## config.mk

```make
export PLATFORM = sky130hd
export DESIGN_NAME = clk_div_detect
export DESIGN_NICKNAME = d
export VERILOG_FILES = /design/src/rtl/clk_div_detect.sv
export SDC_FILE = /design/constraint.sdc
export NUM_CORES = 1
export LEC_CHECK = 0
export ABC_AREA = 1
export CAP_MARGIN = 10
export CORE_MARGIN = 2
export CORE_UTILIZATION = 30
export DETAILED_ROUTE_END_ITERATION = 8
export PLACE_DENSITY = 0.55
export SYNTH_ARGS = -nofsm -noshare
export SYNTH_HDL_FRONTEND = slang
export SYNTH_SLANG_ARGS = --single-unit
```

## constraint.sdc

```tcl
create_clock -name clk -period 3.9 [get_ports clk]
set_input_delay 0.78 -clock clk [delete_from_list [all_inputs] [get_ports clk]]
set_output_delay 0.78 -clock clk [all_outputs]
set_load 0.005 [all_outputs]
```

## src/rtl/clk_div_detect.sv

```systemverilog
// -----------------------------------------------------------------------------
// clk_div_detect
//
// Measures the rising-edge spacing of an asynchronous divided-clock pulse
// train and works out which power-of-two divide setting produced it. After
// LOCK_COUNT consecutive equal power-of-two periods the detector locks and
// reports the divide exponent on div_out. It drops lock when it sees a
// different period or when no edge arrives in time.
//
// Parameters
//   CLK_DIV_SIZE : width of div_out; periods 2^1 .. 2^(2^CLK_DIV_SIZE-1)
//   LOCK_COUNT   : consecutive equal valid periods needed to lock (2..15)
//
// Ports
//   clk     in   single clock domain
//   rst     in   asynchronous, active-high reset
//   sig_in  in   divided-clock pulse train, asynchronous to clk
//   clr     in   synchronous restart, active-high
//   div_out out  detected divide exponent d (period = 2^d), 0 when unlocked
//   period  out  last measured period in clk cycles (PW = 2^CLK_DIV_SIZE+1)
//   valid   out  one-cycle pulse when period updates
//   locked  out  high while locked
//   err     out  one-cycle pulse on an invalid period, lost lock or timeout
// -----------------------------------------------------------------------------
module clk_div_detect #(
   parameter int CLK_DIV_SIZE = 3,
   parameter int LOCK_COUNT   = 4
) (
   input  logic                          clk,
   input  logic                          rst,
   input  logic                          sig_in,
   input  logic                          clr,
   output logic [CLK_DIV_SIZE-1:0]       div_out,
   output logic [2**CLK_DIV_SIZE:0]      period,
   output logic                          valid,
   output logic                          locked,
   output logic                          err
);

   localparam int PW    = 2**CLK_DIV_SIZE + 1;
   localparam int MAX_K = 2**CLK_DIV_SIZE - 1;
   // The counter value at which a missing edge counts as a timeout.
   localparam logic [PW-1:0] TIMEOUT = PW'(1) << (PW - 1);

   typedef enum logic [1:0] {
      HUNT,
      TRACK,
      LOCKED
   } state_e;

   // Synchronizer and edge detector
   logic       sync1_q, sync2_q, sync3_q;
   logic [2:0] fill_q;
   logic       edge_det;

   // FSM and datapath state
   state_e                  state_q, state_d;
   logic [PW-1:0]           cnt_q, cnt_d;
   logic [3:0]              match_q, match_d;
   logic [CLK_DIV_SIZE-1:0] cand_q, cand_d;
   logic [CLK_DIV_SIZE-1:0] div_q, div_d;
   logic [PW-1:0]           period_q, period_d;
   logic                    valid_q, valid_d;
   logic                    locked_q, locked_d;
   logic                    err_q, err_d;

   // Measurement decode
   logic [PW-1:0]           cnt_inc;
   logic                    meas_ok;
   logic [CLK_DIV_SIZE-1:0] meas_k;
   logic [3:0]              track_match;
   logic                    lock_hit;
   logic                    timeout;

   // clr deliberately leaves the synchronizer alone so a restart cannot
   // create or swallow an edge on the asynchronous input.
   // fill_q marks when sync3_q holds a real post-reset sample; until then a
   // sig_in that was already high at reset release cannot look like an edge.
   always_ff @(posedge clk or posedge rst) begin
      if (rst) begin
         sync1_q <= 1'b0;
         sync2_q <= 1'b0;
         sync3_q <= 1'b0;
         fill_q  <= '0;
      end else begin
         // NOTE: state registers use non-blocking assignments so every flop
         // samples the pre-edge values and the pipeline shifts by one stage.
         sync1_q <= sig_in;
         sync2_q <= sync1_q;
         sync3_q <= sync2_q;
         fill_q  <= {fill_q[1:0], 1'b1};
      end
   end

   assign edge_det = fill_q[2] & sync2_q & ~sync3_q;

   // Period decode: a period is usable only when it is 2^k for an exponent
   // that div_out can represent.
   always_comb begin
      // NOTE: every combinational output gets a default first so no path
      // leaves it unassigned and no latch is inferred.
      cnt_inc = (cnt_q == '1) ? cnt_q : cnt_q + PW'(1);
      meas_ok = 1'b0;
      meas_k  = '0;
      for (int k = 1; k <= MAX_K; k++) begin
         if (cnt_inc == (PW'(1) << k)) begin
            meas_ok = 1'b1;
            meas_k  = CLK_DIV_SIZE'(k);
         end
      end
      track_match = (meas_k == cand_q) ? match_q + 4'd1 : 4'd1;
      lock_hit    = meas_ok && (track_match == 4'(LOCK_COUNT));
      timeout     = (state_q != HUNT) && (cnt_q == TIMEOUT);
   end

   // FSM state register
   always_ff @(posedge clk or posedge rst) begin
      if (rst) state_q <= HUNT;
      else     state_q <= state_d;
   end

   // FSM next-state logic. Priority: clr, then edge, then timeout.
   always_comb begin
      state_d = state_q;
      if (clr) begin
         state_d = HUNT;
      end else if (edge_det) begin
         case (state_q)
            HUNT:    state_d = TRACK;
            TRACK:   if (lock_hit) state_d = LOCKED;
            LOCKED:  if (!(meas_ok && meas_k == div_q)) state_d = TRACK;
            default: state_d = HUNT;
         endcase
      end else if (timeout) begin
         state_d = HUNT;
      end
   end

   // FSM output / datapath logic
   always_comb begin
      cnt_d    = cnt_inc;
      match_d  = match_q;
      cand_d   = cand_q;
      div_d    = div_q;
      period_d = period_q;
      valid_d  = 1'b0;
      locked_d = locked_q;
      err_d    = 1'b0;
      if (clr) begin
         cnt_d    = '0;
         match_d  = '0;
         cand_d   = '0;
         div_d    = '0;
         period_d = '0;
         locked_d = 1'b0;
      end else if (edge_det) begin
         cnt_d = '0;
         // The first edge seen in HUNT only starts the measurement.
         if (state_q != HUNT) begin
            period_d = cnt_inc;
            valid_d  = 1'b1;
         end
         case (state_q)
            TRACK: begin
               if (meas_ok) begin
                  cand_d  = meas_k;
                  match_d = track_match;
                  if (lock_hit) begin
                     div_d    = meas_k;
                     locked_d = 1'b1;
                  end
               end else begin
                  match_d = '0;
                  err_d   = 1'b1;
               end
            end
            LOCKED: begin
               if (!(meas_ok && meas_k == div_q)) begin
                  err_d    = 1'b1;
                  locked_d = 1'b0;
                  div_d    = '0;
                  if (meas_ok) begin
                     cand_d  = meas_k;
                     match_d = 4'd1;
                  end else begin
                     match_d = '0;
                  end
               end
            end
            default: ;
         endcase
      end else if (timeout) begin
         // The counter keeps running past TIMEOUT and HUNT ignores it, so
         // this fires once per lost signal.
         err_d    = 1'b1;
         locked_d = 1'b0;
         div_d    = '0;
      end
   end

   always_ff @(posedge clk or posedge rst) begin
      if (rst) begin
         cnt_q    <= '0;
         match_q  <= '0;
         cand_q   <= '0;
         div_q    <= '0;
         period_q <= '0;
         valid_q  <= 1'b0;
         locked_q <= 1'b0;
         err_q    <= 1'b0;
      end else begin
         cnt_q    <= cnt_d;
         match_q  <= match_d;
         cand_q   <= cand_d;
         div_q    <= div_d;
         period_q <= period_d;
         valid_q  <= valid_d;
         locked_q <= locked_d;
         err_q    <= err_d;
      end
   end

   assign div_out = div_q;
   assign period  = period_q;
   assign valid   = valid_q;
   assign locked  = locked_q;
   assign err     = err_q;

endmodule

```

==> flow_summary.ini, run 1 <==
[setup_path]
arrival_ps = 3190
r2r_start = cnt_q[0]
cp-start-kind = register
path_cells = ha_1, nand2_2, nor2_8, nand3_4, inv_2, nor2_1, nand2_1, nor2_2, nand2_1, nand2_1, nand2_1, nand3_1, nor2_2, nand4_4, nand2_4, nor2_4, nand3_1, o21ai_1
crit_start = cnt_q[0]
required_ps = 4110
path_class = reg2reg
cpPeakStageDelay_ps = 440
end_kind = register
crit_top_cell = nand2_1
cp_slowest_cell = dfrtp_1
path_max_fanout = 9

[min_path]
hp-start = sync1_q
min_path_type = reg2reg

[global_routing]
gr-total-overflow = 0
grt_pass1_wl_mm = 10.1
antenna_found_initial = 0
grt_use_total = 0.141
grt_start_max_net_pins = 22
grt_pass1_vias = 2138

[drt]
drc = 0
vias = 2142
avgRoutedWirePerCell_um = 12.7
dr.pass1.iters = 5
antenna_left = 0
drt_iter0_drc = 99
routed_via_density = 4.70
drt-total-wl_mm = 5.81

[sta]
max_freq_mhz = 336
max_slew.worst_pin.slew_ps = 691
setup-violations-final = 0
final.setup_skew_ps = 8.50
slew_headroom = 0.539
final_hold_viol_count = 0
fin_tns_setup_ps = 0
report.final.slew_viol_count = 0
fin_ws_ps = 924
fin_crit_sh = 0.763
period_minus_slack_ps = 2980
rsz0062_at_grt = false

[clock_tree]
cts_sinks = 39
cts_max_level = 2
postCtsSetupBuffers = 0
cts_root_buffer = clkbuf_8
cts_resized = 0
clockBufferDepth = 2
cts_buffers = 5
clk_pin_slew_ps = 80
clock_latency_ps = 290
cts_hold_buf = 0
cts_tree = built

[floorplanning]
die_h_um = 95.9
dieArea_um2 = 9190
io_pins = 19
initial_core_util = 0.308
core_um2 = 8220
die_w_um = 95.9
rows = 33

[final_layout]
n_antenna_cell = 0
synthToLayoutAreaGrowth_pct = 15.1
final_common_cell = nand2_1
stdcell_area_um2 = 2910
multi_input_area_um2 = 1320
layout_common_cells = nand2_1 (71), inv_1 (46), dfrtp_1 (39)
fillCellCount = 865
final_cells = 456
ff_latch_area_um2 = 976
nets = 361
drive_gt1_frac = 0.165

[place]
gp_congestion = 0.879
dpl.hpwl_mm = 4.64
post-place-ws_ps = 941
placedCellCount = 449
io_buffers = 18
place_area_um2 = 2830

[yosys]
ys_ff_latch = 39
postSynthCellCount = 327
synth-warning-count = 0
synth_area_um2 = 2530
syn_area_per_cell_um2 = 7.74
yosys.cell_types.count = 32
ys_seq_area_frac = 0.386
mappedNetlistNets = 337

[pwr]
p_leak_nw = 1.39
p_total_w = 0.000798
ir_worst_vdd_uv = 165
pwr_density_cell_nw_per_um2 = 274

[status]
outcome = finished clean

[run]
maxCapViolCount = 0
==> state kept, by name, summed over array words and instances, names as in the netlist, 2 cells and up <==
signal,count
period,9
div_out,3
match_q,4
fill_q,3
state_q,2
cnt_q,9
cand_q,3
==> worst paths after layout <==
path	endpoint	slack, ps	depth (start not counted)
worst max-delay path	cand_q[1]	920	18
worst min-delay path	sync2_q	350	0
worst max register to register	cand_q[1]	920	18
worst min register to register	sync2_q	350	0
max in group asynchronous	div_out[2]	2260	3
min in group asynchronous	period[1]	890	2
==> kinds of logic after synthesis <==
| kind of cell | Yosys count | share of synthesized area |
|---|---|---|
| adder cells (fa/ha/maj) | 6 | 0.0297 |
| AND/OR/NAND/NOR | 190 | 0.416 |
| AO/OA/AOI/OAI | 29 | 0.0667 |
| buffers and inverters | 60 | 0.0934 |
| other | 1 | 0.00148 |
| XOR/XNOR | 2 | 0.00692 |
| flip-flops | 39 | 0.386 |
==> area by class of cell <==
cell class / instances / area share
Clock buffer: 5 / 0.0236
Clock inverter: 2 / 0.00472
Inverter: 58 / 0.0747
Multi-Input combinational cell: 228 / 0.453
Sequential cell: 39 / 0.335
Tap cell: 105 / 0.0451
Timing Repair Buffer: 19 / 0.0644
==> metal layers <==
layer	GRT usage	vias up	routed length [um]
li1	-	1095	-
met1	0.196	1004	2900
met2	0.220	35	2660
met3	0.0188	8	134
met4	0.0583	0	110
met5	0	-	0
==> metrics by stage <==
step / util / hold slack, ps
floorplan: - / 331
global placement: 0.345 / 334
detailed placement: 0.345 / 336
CTS: 0.355 / 353
global route: 0.355 / 359
finish: 0.355 / 349
==> power breakdown <==
part | internal, W | switching, W
Clock | 0.000122 | 0.000139
Combinational | 0.0000352 | 0.0000779
Sequential | 0.000414 | 0.00000867
Total | 0.000572 | 0.000226
==> cell usage after synthesis <==
master | n | area, um2
nand2_1 | 71 | 267
inv_1 | 46 | 173
dfrtp_1 | 39 | 976
nor2_1 | 33 | 124
nand3_1 | 29 | 145
nand4_1 | 15 | 93.8
inv_2 | 9 | 33.8
nand2_2 | 9 | 56.3
o22ai_1 | 9 | 56.3
o21ai_1 | 8 | 40.0
ha_1 | 6 | 75.1
nand2_4 | 6 | 67.6
nor2_2 | 6 | 37.5
nor2_4 | 6 | 67.6
o21ai_0 | 6 | 30.0
clkinv_1 | 3 | 11.3
nand3_2 | 3 | 30.0
a21oi_1 | 2 | 10.0
nand4_2 | 2 | 25.0
nand4_4 | 2 | 42.5
nor2_8 | 2 | 40.0
nor3_2 | 2 | 20.0
nor4_1 | 2 | 12.5
o21ai_2 | 2 | 17.5
xor2_1 | 2 | 17.5
buf_8 | 1 | 15.0
clkbuf_1 | 1 | 3.75
conb_1 | 1 | 3.75
nand3_4 | 1 | 17.5
nand3b_1 | 1 | 7.51
o211ai_1 | 1 | 7.51
o21bai_1 | 1 | 7.51
==> worst max-delay path, delay by kind of cell, from the launching register on <==
family / cells / cell delay [ps]
adders and majority gates: 1 / 260
DFF: 1 / 440
buffers and inverters: 1 / 50
and+or+nand+nor: 15 / 2060
AOI/OAI and AO/OA: 1 / 80
No activity file was read; power rests on OpenSTA's default activity.
==> inputs of run 2 (changes only) <==
--- a/config.mk
+++ b/config.mk
@@ -10,7 +10,7 @@
 export CORE_MARGIN = 2
 export CORE_UTILIZATION = 30
 export DETAILED_ROUTE_END_ITERATION = 8
-export PLACE_DENSITY = 0.55
+export PLACE_DENSITY = 0.57
 export SYNTH_ARGS = -nofsm -noshare
 export SYNTH_HDL_FRONTEND = slang
 export SYNTH_SLANG_ARGS = --single-unit
==> constraint.sdc (replaced) <==
create_clock -name clk -period 2.6 [get_ports clk]
set_input_delay 0.52 -clock clk [delete_from_list [all_inputs] [get_ports clk]]
set_output_delay 0.52 -clock clk [all_outputs]
set_load 0.005 [all_outputs]
==> run 2 against run 1 <==
  * Wire length is 5.1% higher
  * Global-route usage fell by 0.087 points
  * Non-clock buffer count rose by 18
  * Sequential share of layout area is 3.2 points lower
  * Flip-flop and latch count unchanged
  * Combinational power is 80% higher
  * Critical endpoint unchanged
  * Sequential power grew 50%
  * Worst setup slack lost 890 ps
  * Worst hold slack improved by 4.2 ps
  * Clock power increased by 100%
  * Cell area up 10%
==> flow_summary.ini, run 2 (synthesis gave the netlist of run 1 again) <==
[setup_path]
path_max_fanout = 6
required_ps = 2780
r2r_cells = 18
arrival_ps = 2740
cp-start-kind = register
reg2reg_slack_ps = 30
end_kind = register
reg2reg_to = cand_q[1]
path_class = reg2reg
r2r_start = cnt_q[0]

[final_layout]
ff_latch_area_um2 = 976
fillCellCount = 840
synthToLayoutAreaGrowth_pct = 27.2
fin_util = 0.392
n_antenna_cell = 0
stdcell_area_um2 = 3220
layout_common_cells = nand2_1 (61), inv_1 (46), dfrtp_1 (39)
multi_input_area_um2 = 1440
drive_gt1_frac = 0.261
nets = 380
final_common_cell = nand2_1

[sta]
fin_tns_setup_ps = 0
max_slew.worst_pin.slew_ps = 640
final_hold_viol_count = 0
rsz0062_at_grt = true
slew_headroom = 0.570
timing.hold.ws_ps = 353
period_minus_slack_ps = 2570
fin_crit_sh = 0.987
setup-violations-final = 0
final.setup_skew_ps = 5.74
max_freq_mhz = 390
report.final.slew_viol_count = 0

[min_path]
holdPathStages = 0
min_path_type = reg2reg
hp-start = fill_q[0]
hold_end = fill_q[1]

[floorplanning]
core_um2 = 8220
die_h_um = 95.9
rows = 33
io_pins = 19
initial_core_util = 0.308
dieArea_um2 = 9190
die_w_um = 95.9

[global_routing]
antenna_found_initial = 0
grt_pass1_wl_mm = 10.0
grt_start_max_net_pins = 40
grt_pass1_vias = 2145
grt_use_total = 0.140
gr-total-overflow = 0

[pwr]
p_leak_nw = 1.53
ir_worst_vdd_uv = 299
pwr_density_cell_nw_per_um2 = 425

[clock_tree]
cts_buffers = 5
cts_max_level = 2
cts_root_buffer = clkbuf_8
cts_hold_buf = 0
clock_latency_ps = 290
clk_pin_slew_ps = 80
clockBufferDepth = 2
cts_sinks = 39
cts_tree = built

[status]
outcome = finished clean

[drt]
drc = 0
drt_iter0_drc = 131
routed_via_density = 4.66
drt-total-wl_mm = 6.10
vias = 2217
avgRoutedWirePerCell_um = 12.8
antenna_left = 0
dr.pass1.iters = 4

[place]
io_buffers = 18
place_area_um2 = 2910
gp_congestion = 0.913
dpl.hpwl_mm = 4.61

[run]
maxCapViolCount = 0
-- run 2: cell count changes in the layout (fill, tap and decap cells not counted), moves of 2 or more --
cell	delta
buf_4	+17
nand2_1	-10
nand2_2	+8
nand2_4	+2
nand3_1	-3
nand3_2	+2
nand3_4	+2
nor2_1	-4
nor2_2	+2
nor2_4	+2
o21ai_0	-2
o21ai_1	+2
-- run 2: worst max-delay path, cell delays in order, from the launching register on --
cell and delay (ps):
dfrtp_1 410, ha_4 160, nand2_4 80, nor2_8 190
nand3_4 140, nand3_2 140, inv_2 60, nand2_2 110
inv_2 60, nand3_2 80, nand2_2 70, nor2_4 180
nand2_4 90, buf_4 140, buf_4 140, nor2_1 180
nor2_4 90, nand3_1 70, o21ai_1 60
-- run 2: how the worst max path moves through the flow --
| stage | startpoint | endpoint | slack, ps | cells past startpoint |
|---|---|---|---|---|
| CTS | cnt_q[0] | cand_q[1] | 7 | 19 |
| finish | cnt_q[0] | cand_q[1] | 30 | 18 |
| global placement | cnt_q[0] | div_out[2] | -40 | 17 |
| floorplan | cnt_q[0] | div_out[0] | 110 | 18 |
| detailed placement | cnt_q[0] | div_out[0] | -80 | 17 |
| global route | cnt_q[0] | div_out[0] | -170 | 18 |
-- run 2: what timing repair did --
action                                  CTS  global route
endpoints found under the setup margin   11            14
gates cloned                              0             1
pin swaps                                 1            10
gates resized for setup                   2            27
buffers inserted                          0             7
-- run 2: metrics by stage --
step	power [W]	cells	setup slack, ps
finish	0.00137	476	33.0
global route	0.00144	476	-170
CTS	0.00137	468	6.67
detailed placement	0.000828	460	-81.6
global placement	0.000828	460	-41.4
floorplan	0.000781	327	113
-- run 2: metal layers --
layer | vias up | GRT usage | wire (um)
met5 | - | 0 | 0
met4 | 0 | 0.0619 | 144
met3 | 12 | 0.0172 | 170
met2 | 35 | 0.224 | 2920
met1 | 1034 | 0.189 | 2870
li1 | 1136 | - | -
-- run 2: cell type report --
cell class | instances | share of cell area
Clock buffer | 6 | 0.0257
Clock inverter | 2 | 0.0120
Inverter | 58 | 0.0676
Multi-Input combinational cell | 229 | 0.447
Sequential cell | 39 | 0.303
Tap cell | 105 | 0.0408
Timing Repair Buffer | 37 | 0.104
-- run 2: power breakdown --
| part | switching [W] | internal [W] | leakage (nW) |
|---|---|---|---|
| clock | 0.000218 | 0.000316 | 0.0618 |
| sequential | 0.0000119 | 0.000621 | 0.526 |
| combinational | 0.000129 | 0.0000737 | 0.939 |
| total | 0.000359 | 0.00101 | 1.53 |
